===== config.mk =====
export PLATFORM = sky130hd
export DESIGN_NAME = axil_master_bridge
export DESIGN_NICKNAME = d
export VERILOG_FILES = /design/src/rtl/axil_pkg.sv /design/src/rtl/axil_master_wr.sv /design/src/rtl/axil_master_bridge.sv
export SDC_FILE = /design/constraint.sdc
export NUM_CORES = 1
export LEC_CHECK = 0
export BUFFER_PORTS_ARGS = -buffer_cell sky130_fd_sc_hd__buf_2
export CORE_MARGIN = 1
export CORE_UTILIZATION = 41
export CTS_CLUSTER_SIZE = 8
export DETAILED_ROUTE_END_ITERATION = 8
export HOLD_SLACK_MARGIN = 0.08
export MAX_ROUTING_LAYER = met4
export PLACE_DENSITY = 0.78
export SYNTH_ARGS = -nofsm -noshare
export SYNTH_HDL_FRONTEND = slang
export SYNTH_SLANG_ARGS = --single-unit

===== constraint.sdc =====
create_clock -name aclk -period 4.1 [get_ports aclk]
set_input_delay 0.205 -clock aclk [delete_from_list [all_inputs] [get_ports aclk]]
set_output_delay 0.205 -clock aclk [all_outputs]
set_load 0.03 [all_outputs]

===== src/rtl/axil_pkg.sv =====
// Shared AXI4-Lite response codes, FSM state types and helpers for the bridge.
package axil_pkg;

  localparam logic [1:0] RESP_OKAY   = 2'b00;
  localparam logic [1:0] RESP_EXOKAY = 2'b01;
  localparam logic [1:0] RESP_SLVERR = 2'b10;
  localparam logic [1:0] RESP_DECERR = 2'b11;

  typedef enum logic [1:0] {
    W_IDLE      = 2'd0,
    W_ADDR_DATA = 2'd1,
    W_RESP      = 2'd2
  } wstate_t;

  typedef enum logic [1:0] {
    R_IDLE = 2'd0,
    R_ADDR = 2'd1,
    R_DATA = 2'd2
  } rstate_t;

  // Anything but OKAY is an error; EXOKAY has no meaning on AXI-Lite.
  function automatic logic resp_err(input logic [1:0] resp);
    return resp != RESP_OKAY;
  endfunction

endpackage


===== src/rtl/axil_master_wr.sv =====
// Write half of the bridge: one outstanding AW/W/B transaction at a time.
module axil_master_wr
  import axil_pkg::*;
#(
  parameter int          ADDR_W = 32,
  parameter int          DATA_W = 32,
  parameter logic [2:0]  PROT   = 3'b000
) (
  input  logic                clk,
  input  logic                rst,
  input  logic                req_wen,
  input  logic [ADDR_W-1:0]   req_addr,
  input  logic [DATA_W-1:0]   req_data,
  output logic                busy,
  output logic                done,
  output logic                error,
  output logic [ADDR_W-1:0]   awaddr,
  output logic [2:0]          awprot,
  output logic                awvalid,
  input  logic                awready,
  output logic [DATA_W-1:0]   wdata,
  output logic [DATA_W/8-1:0] wstrb,
  output logic                wvalid,
  input  logic                wready,
  input  logic [1:0]          bresp,
  input  logic                bvalid,
  output logic                bready
);

  wstate_t state;
  logic    aw_fin;
  logic    w_fin;

  assign awprot = PROT;
  assign wstrb  = '1;
  assign busy   = (state != W_IDLE);

  // A channel is finished once its valid has already dropped or is being accepted now.
  assign aw_fin = !awvalid || awready;
  assign w_fin  = !wvalid  || wready;

  // Write FSM: issue AW and W together, retire each independently, then await B.
  always_ff @(posedge clk or posedge rst) begin
    if (rst) begin
      state   <= W_IDLE;
      awaddr  <= '0;
      wdata   <= '0;
      awvalid <= 1'b0;
      wvalid  <= 1'b0;
      bready  <= 1'b0;
      done    <= 1'b0;
      error   <= 1'b0;
    end else begin
      done  <= 1'b0;
      error <= 1'b0;
      case (state)
        W_IDLE: begin
          if (req_wen) begin
            awaddr  <= req_addr;
            wdata   <= req_data;
            awvalid <= 1'b1;
            wvalid  <= 1'b1;
            state   <= W_ADDR_DATA;
          end
        end
        W_ADDR_DATA: begin
          if (awvalid && awready) awvalid <= 1'b0;
          if (wvalid && wready)   wvalid  <= 1'b0;
          if (aw_fin && w_fin) begin
            bready <= 1'b1;
            state  <= W_RESP;
          end
        end
        W_RESP: begin
          if (bvalid) begin
            bready <= 1'b0;
            done   <= 1'b1;
            error  <= resp_err(bresp);
            state  <= W_IDLE;
          end
        end
        default: state <= W_IDLE;
      endcase
    end
  end

endmodule


===== src/rtl/axil_master_bridge.sv =====
// Application register strobes to AXI4-Lite master; independent write and read paths.
module axil_master_bridge
  import axil_pkg::*;
#(
  parameter int          ADDR_W = 32,
  parameter int          DATA_W = 32,
  parameter logic [2:0]  PROT   = 3'b000
) (
  input  logic                aclk,
  input  logic                areset,
  input  logic                app_wen,
  input  logic [ADDR_W-1:0]   app_waddr,
  input  logic [DATA_W-1:0]   app_wdata,
  output logic                app_wbusy,
  output logic                app_wdone,
  output logic                app_werror,
  input  logic                app_ren,
  input  logic [ADDR_W-1:0]   app_raddr,
  output logic                app_rbusy,
  output logic [DATA_W-1:0]   app_rdata,
  output logic                app_rdone,
  output logic                app_rerror,
  output logic [ADDR_W-1:0]   axi_awaddr,
  output logic [2:0]          axi_awprot,
  output logic                axi_awvalid,
  input  logic                axi_awready,
  output logic [DATA_W-1:0]   axi_wdata,
  output logic [DATA_W/8-1:0] axi_wstrb,
  output logic                axi_wvalid,
  input  logic                axi_wready,
  input  logic [1:0]          axi_bresp,
  input  logic                axi_bvalid,
  output logic                axi_bready,
  output logic [ADDR_W-1:0]   axi_araddr,
  output logic [2:0]          axi_arprot,
  output logic                axi_arvalid,
  input  logic                axi_arready,
  input  logic [DATA_W-1:0]   axi_rdata,
  input  logic [1:0]          axi_rresp,
  input  logic                axi_rvalid,
  output logic                axi_rready
);

  rstate_t rstate;

  axil_master_wr #(
    .ADDR_W (ADDR_W),
    .DATA_W (DATA_W),
    .PROT   (PROT)
  ) u_wr (
    .clk      (aclk),
    .rst      (areset),
    .req_wen  (app_wen),
    .req_addr (app_waddr),
    .req_data (app_wdata),
    .busy     (app_wbusy),
    .done     (app_wdone),
    .error    (app_werror),
    .awaddr   (axi_awaddr),
    .awprot   (axi_awprot),
    .awvalid  (axi_awvalid),
    .awready  (axi_awready),
    .wdata    (axi_wdata),
    .wstrb    (axi_wstrb),
    .wvalid   (axi_wvalid),
    .wready   (axi_wready),
    .bresp    (axi_bresp),
    .bvalid   (axi_bvalid),
    .bready   (axi_bready)
  );

  assign axi_arprot = PROT;
  assign app_rbusy  = (rstate != R_IDLE);

  // Read FSM: AR handshake, then wait for R; app_rdata holds the last completed read.
  always_ff @(posedge aclk or posedge areset) begin
    if (areset) begin
      rstate      <= R_IDLE;
      axi_araddr  <= '0;
      axi_arvalid <= 1'b0;
      axi_rready  <= 1'b0;
      app_rdata   <= '0;
      app_rdone   <= 1'b0;
      app_rerror  <= 1'b0;
    end else begin
      app_rdone  <= 1'b0;
      app_rerror <= 1'b0;
      case (rstate)
        R_IDLE: begin
          if (app_ren) begin
            axi_araddr  <= app_raddr;
            axi_arvalid <= 1'b1;
            rstate      <= R_ADDR;
          end
        end
        R_ADDR: begin
          if (axi_arready) begin
            axi_arvalid <= 1'b0;
            axi_rready  <= 1'b1;
            rstate      <= R_DATA;
          end
        end
        R_DATA: begin
          if (axi_rvalid) begin
            axi_rready <= 1'b0;
            app_rdata  <= axi_rdata;
            app_rdone  <= 1'b1;
            app_rerror <= resp_err(axi_rresp);
            rstate     <= R_IDLE;
          end
        end
        default: rstate <= R_IDLE;
      endcase
    end
  end

endmodule


# Word level (Yosys, flattened, before mapping)
# Cells that the tools add are included.
[totals]
output_inout_bits = 149
reg_bits = 141
input_bits = 141
word_cells = 84
[op_classes]
n_eq_ne = 12
n_reduce_logical = 27
mux = 30
[op_table]
columns = ["op", "n"]
rows = [
  ["$reduce_and A3 Y1", 7],
  ["$mux W1", 17],
  ["$reduce_bool A2 Y1", 8],
  ["$mux W2", 6],
  ["$pmux W2 S3", 2],
  ["$ne A2 B2 Y1 const B", 5],
  ["$pmux W1 S2", 5],
  ["$ne A2 B1 Y1 const B", 3],
  ["$reduce_and A2 Y1", 3],
  ["$eq A2 B1 Y1 const B", 2],
  ["$eq A2 B2 Y1 const B", 2],
  ["$logic_not A2 Y1", 2],
  ["$logic_and A1 B1 Y1", 3],
  ["$logic_not A1 Y1", 2],
  ["$logic_or A1 B1 Y1", 2],
]

# Longest topological paths before layout
[depth]
word_depth = 5
mapped_depth = 5
mapped_depth_nobuf = 3

# Modules after synthesis
# Synthesis repeated with hierarchy kept, for this count alone.
[hier_totals]
hier_cells = 340
hier_area_um2 = 5865.6
[modules_own_cells]
columns = ["mod", "instances", "area_per_inst_um2", "cells_per_inst", "seq_area_each_um2"]
rows = [
  ["axil_master_wr", 1, 3047.9, 174, 1776.7],
  ["axil_master_bridge", 1, 2817.7, 166, 1751.7],
]

# Worst setup path after synthesis
# OpenSTA, ideal clock, no wires.
[synth_timing]
path_kind = "register to register"
start = "register u_wr.state[1]"
end = "register u_wr.awaddr[0]"
path_slack_ns = 2.649
setup_ns = 0.125
synth_period_minus_slack_ns = 1.451
arrival_time_ns = 1.326
path_buffers = 2
stages_incl_launch_ff = 6
required_ns = 3.975
path_cell_list = "dfrtp_1 nor2b_1 and2_1 buf_6 buf_6 mux2_2"
[synth_via]
elab_chain_len = 2
[synth_rtl]
columns = ["element", "line_no", "rtl"]
rows = [
  ["start, declared", "axil_master_wr.sv:30", "wstate_t state;"],
  ["start signal, assigned", "axil_master_wr.sv:45", "state <= W_IDLE;"],
  ["start signal, assigned", "axil_master_wr.sv:63", "state <= W_ADDR_DATA;"],
  ["start signal, assigned", "axil_master_wr.sv:71", "state <= W_RESP;"],
  ["$logic_not A2 Y1", "axil_master_wr.sv:56", "case (state)"],
  ["$reduce_and A2 Y1 (no source line)", "n/a", ""],
  ["end signal, assigned", "axil_master_wr.sv:59", "awaddr <= req_addr;"],
  ["end, declared", "axil_master_wr.sv:17", "output logic [ADDR_W-1:0] awaddr,"],
]
# Every way passes these cells.
# A chain may end at the register's enable or synchronous reset.

# Final worst setup path
[layout_timing]
start = "register u_wr.state[1]"
end = "register u_wr.awaddr[30]"
# Same word-level chain as after synthesis.

==> qor.csv <==
metric,value,unit
status,"finished, final reports clean",
clockBufferDepth,2,
post_cts_resized,0,
finalCritPeriodShare,56.0,%
worstMarginPinSlew,1110,ps
cp_max_fo,46,
avgRoutedWirePerCell,16.5,um
syn_inst,338,
antenna_found_initial,0,
insertion_delay,410,ps
grt_max_degree,85,
setup_viol_count_final,0,
clkTransAtPathRegs,60,ps
fillers,896,
htreeDepth,4,
grt.met1_usage,24.4,%
critical_path.cell_chain,"nor2b_1, and2_2, buf_4, mux2_2",
peakVddDrop,0.000487,V
synth_seq_cells,141,
rsz0062_at_grt,no,
worstReg2RegStart,u_wr.state[1],
slew_headroom,26.3,%
grtUsageMet2,43.2,%
ff2ff_path_depth,4,
hold_slack,93.0,ps
ant_nets,0,
grt_pass1_wl,25100,um
postSynthAreaPerCell,16.5,um^2
cp-end-kind,flop,
maxCapViolCount,0,
cts_buffers,17,
clock-root-buffer,clkbuf_16,
worstPathArrival,2580,ps
start_util,42.0,%
routed_via_density,4.65,
drv_slew,0,
grt_most_used_layer,met2,
fin_tns_setup,0,ps
min_path_type,input port to flop,
crit_type,flop to flop,
via_count,4412,
grt_usage,23.8,%
seq_area_frac_synth,63.4,%
syn2layout_area_growth,59.9,%
fin_worst_skew,6.66,ps
r2r-end,u_wr.awaddr[30],
min_path_cells,3,
max_freq,435,MHz
place_hpwl,9240,um
clock_sinks,141,
layout-drive-gt1-share,57.6,%
numPortBuffers,279,
crit_slowest_cell,buf_4,
firstDrtPassIters,4,
max_stage_delay,580,ps
rows,42,
syn-cell-area,5570,um^2
ys_warn_count,0,
first_iter_violations,244,
routabilityCongestion,0.815,
drc,0,
n_antenna_cell,0,
layout_min_cycle_time,2300,ps
core,13200,um^2
min_to,rstate[0],
grt_pass1_vias,4947,
finalHoldViolations,0,
fin_nets,901,
pwr_density_cell,845,nW/um^2
regToRegSetupSlack,1800,ps
die_w,119,um
grtUsageMet3,6.42,%
grt_overflow,0,
dieArea,14000,um^2
crit_required,4380,ps
regArea,3530,um^2
multi_input_area,1790,um^2
ios,290,
cts_tree,yes,
hp-start,app_ren,
power.total,7530,uW
die_y,119,um
totalWireLength,15700,um
synth_cell_types,26,
leakage,0.00443,uW
startpoint_type,flop,
## through the flow
stage	instances	utilization, %	worst slack, ps	area, um^2
4_1_cts	949	67.2	1790	8900
5_1_grt	949	67.2	1670	8900
3_3_place_gp	780	52.8	1940	7000
2_1_floorplan	346	-	114	5600
3_5_place_dp	780	52.8	1800	7000
6_report	949	67.2	1800	8900
## cell usage in the layout, fill, tap and decap left out
cell,netlist,layout
buf_2,0,279
dfrtp_1,141,141
dlygate4sd3_1,0,137
mux2_2,100,100
mux2_4,28,28
clkbuf_16,0,17
conb_1,2,10
nor2_1,8,8
inv_1,8,7
o21ai_0,6,6
clkbuf_1,0,5
clkbuf_8,0,4
clkinv_2,0,4
buf_4,13,4
nand2_1,3,3
or2_2,1,2
a21oi_1,2,2
o22ai_1,2,2
clkinvlp_4,0,2
nor2b_1,1,1
and2_2,0,1
nand2_2,1,1
a221o_1,1,1
o211a_1,1,1
nand2b_1,1,1
o21a_1,1,1
inv_6,0,1
a211oi_1,1,1
and2b_2,1,1
o31ai_1,1,1
nor3b_4,0,1
## state kept, by name, indices dropped and copies added, names as in the netlist, 2 cells and up
register	flops
app_rdata	32
axi_araddr	32
rstate	2
u_wr.awaddr	32
u_wr.state	2
u_wr.wdata	32
## worst max-delay path: cells and delay by family, from the launching register on
kind                   cells  cell delay, ps
muxes                      1             420
and+or+nand+nor            2             710
buffers and inverters      1             580
DFF                        1             430
## synth_stat cells, drive strengths merged
master | number | area share, %
o21a | 1 | 0.13
mux2 | 128 | 28
o211a | 1 | 0.18
or2 | 2 | 0.22
and2b | 1 | 0.16
o21ai | 6 | 0.54
a21oi | 2 | 0.18
nand2 | 4 | 0.31
o31ai | 1 | 0.13
nor2b | 1 | 0.11
o22ai | 2 | 0.22
nor3b | 1 | 0.22
a211oi | 1 | 0.13
a221o | 1 | 0.18
nor2 | 8 | 0.54
nand2b | 1 | 0.11
conb | 2 | 0.13
inv | 8 | 0.54
and2 | 1 | 0.11
buf | 25 | 4.7
dfrtp | 141 | 63
## worst max-delay path by stage
stage | slack [ps] | start | cells after the start | end
3_3_place_gp | 1940 | u_wr.state[1] | 4 | u_wr.wdata[27]
6_report | 1800 | u_wr.state[1] | 4 | u_wr.awaddr[30]
5_1_grt | 1670 | u_wr.state[1] | 4 | u_wr.awaddr[30]
2_1_floorplan | 110 | areset | 1 | app_rdata[0]
3_5_place_dp | 1800 | u_wr.state[1] | 4 | u_wr.awaddr[28]
4_1_cts | 1790 | u_wr.state[1] | 4 | u_wr.awaddr[28]
## final cells by class
class                      count  area share [%]
sequential                   141            39.6
timing repair buffer         420            31.4
multi-input combinational    172            20.1
clock buffer                  26            5.61
tap                          176            2.47
clock inverter                 6           0.394
inverter                       8           0.394
## power by group
group          internal, uW  leakage [uW]  switching [uW]  total (uW)
registers              2100       0.00167             426        2520
logic                  1390       0.00250            2230        3620
clock network           834      0.000260             547        1380
total                  4320       0.00443            3210        7530
## metal layers
| metal | up-vias | wire [um] |
|---|---|---|
| li1 | 1991 | - |
| met1 | 2187 | 5820 |
| met2 | 200 | 8560 |
| met3 | 34 | 953 |
| met4 | 0 | 363 |
| met5 | - | 0 |
## cell families (layout without fill, tap and decap cells)
| group | count (synthesis) | count (layout) | share of synthesized area (%) |
|---|---|---|---|
| other cells | 2 | 10 | 0.135 |
| flops | 141 | 141 | 63.4 |
| buf+inv | 33 | 460 | 5.19 |
| compound gates | 15 | 15 | 1.71 |
| simple gates | 19 | 19 | 1.80 |
| mux | 128 | 128 | 27.8 |
## repair_timing
item / CTS / global route
hold endpoints to repair: 216 / 0
endpoints found under the setup margin: 0 / 0
hold buffers: 137 / 0
setup buffers: 0 / 0
Power figures use the tool's default switching activity.
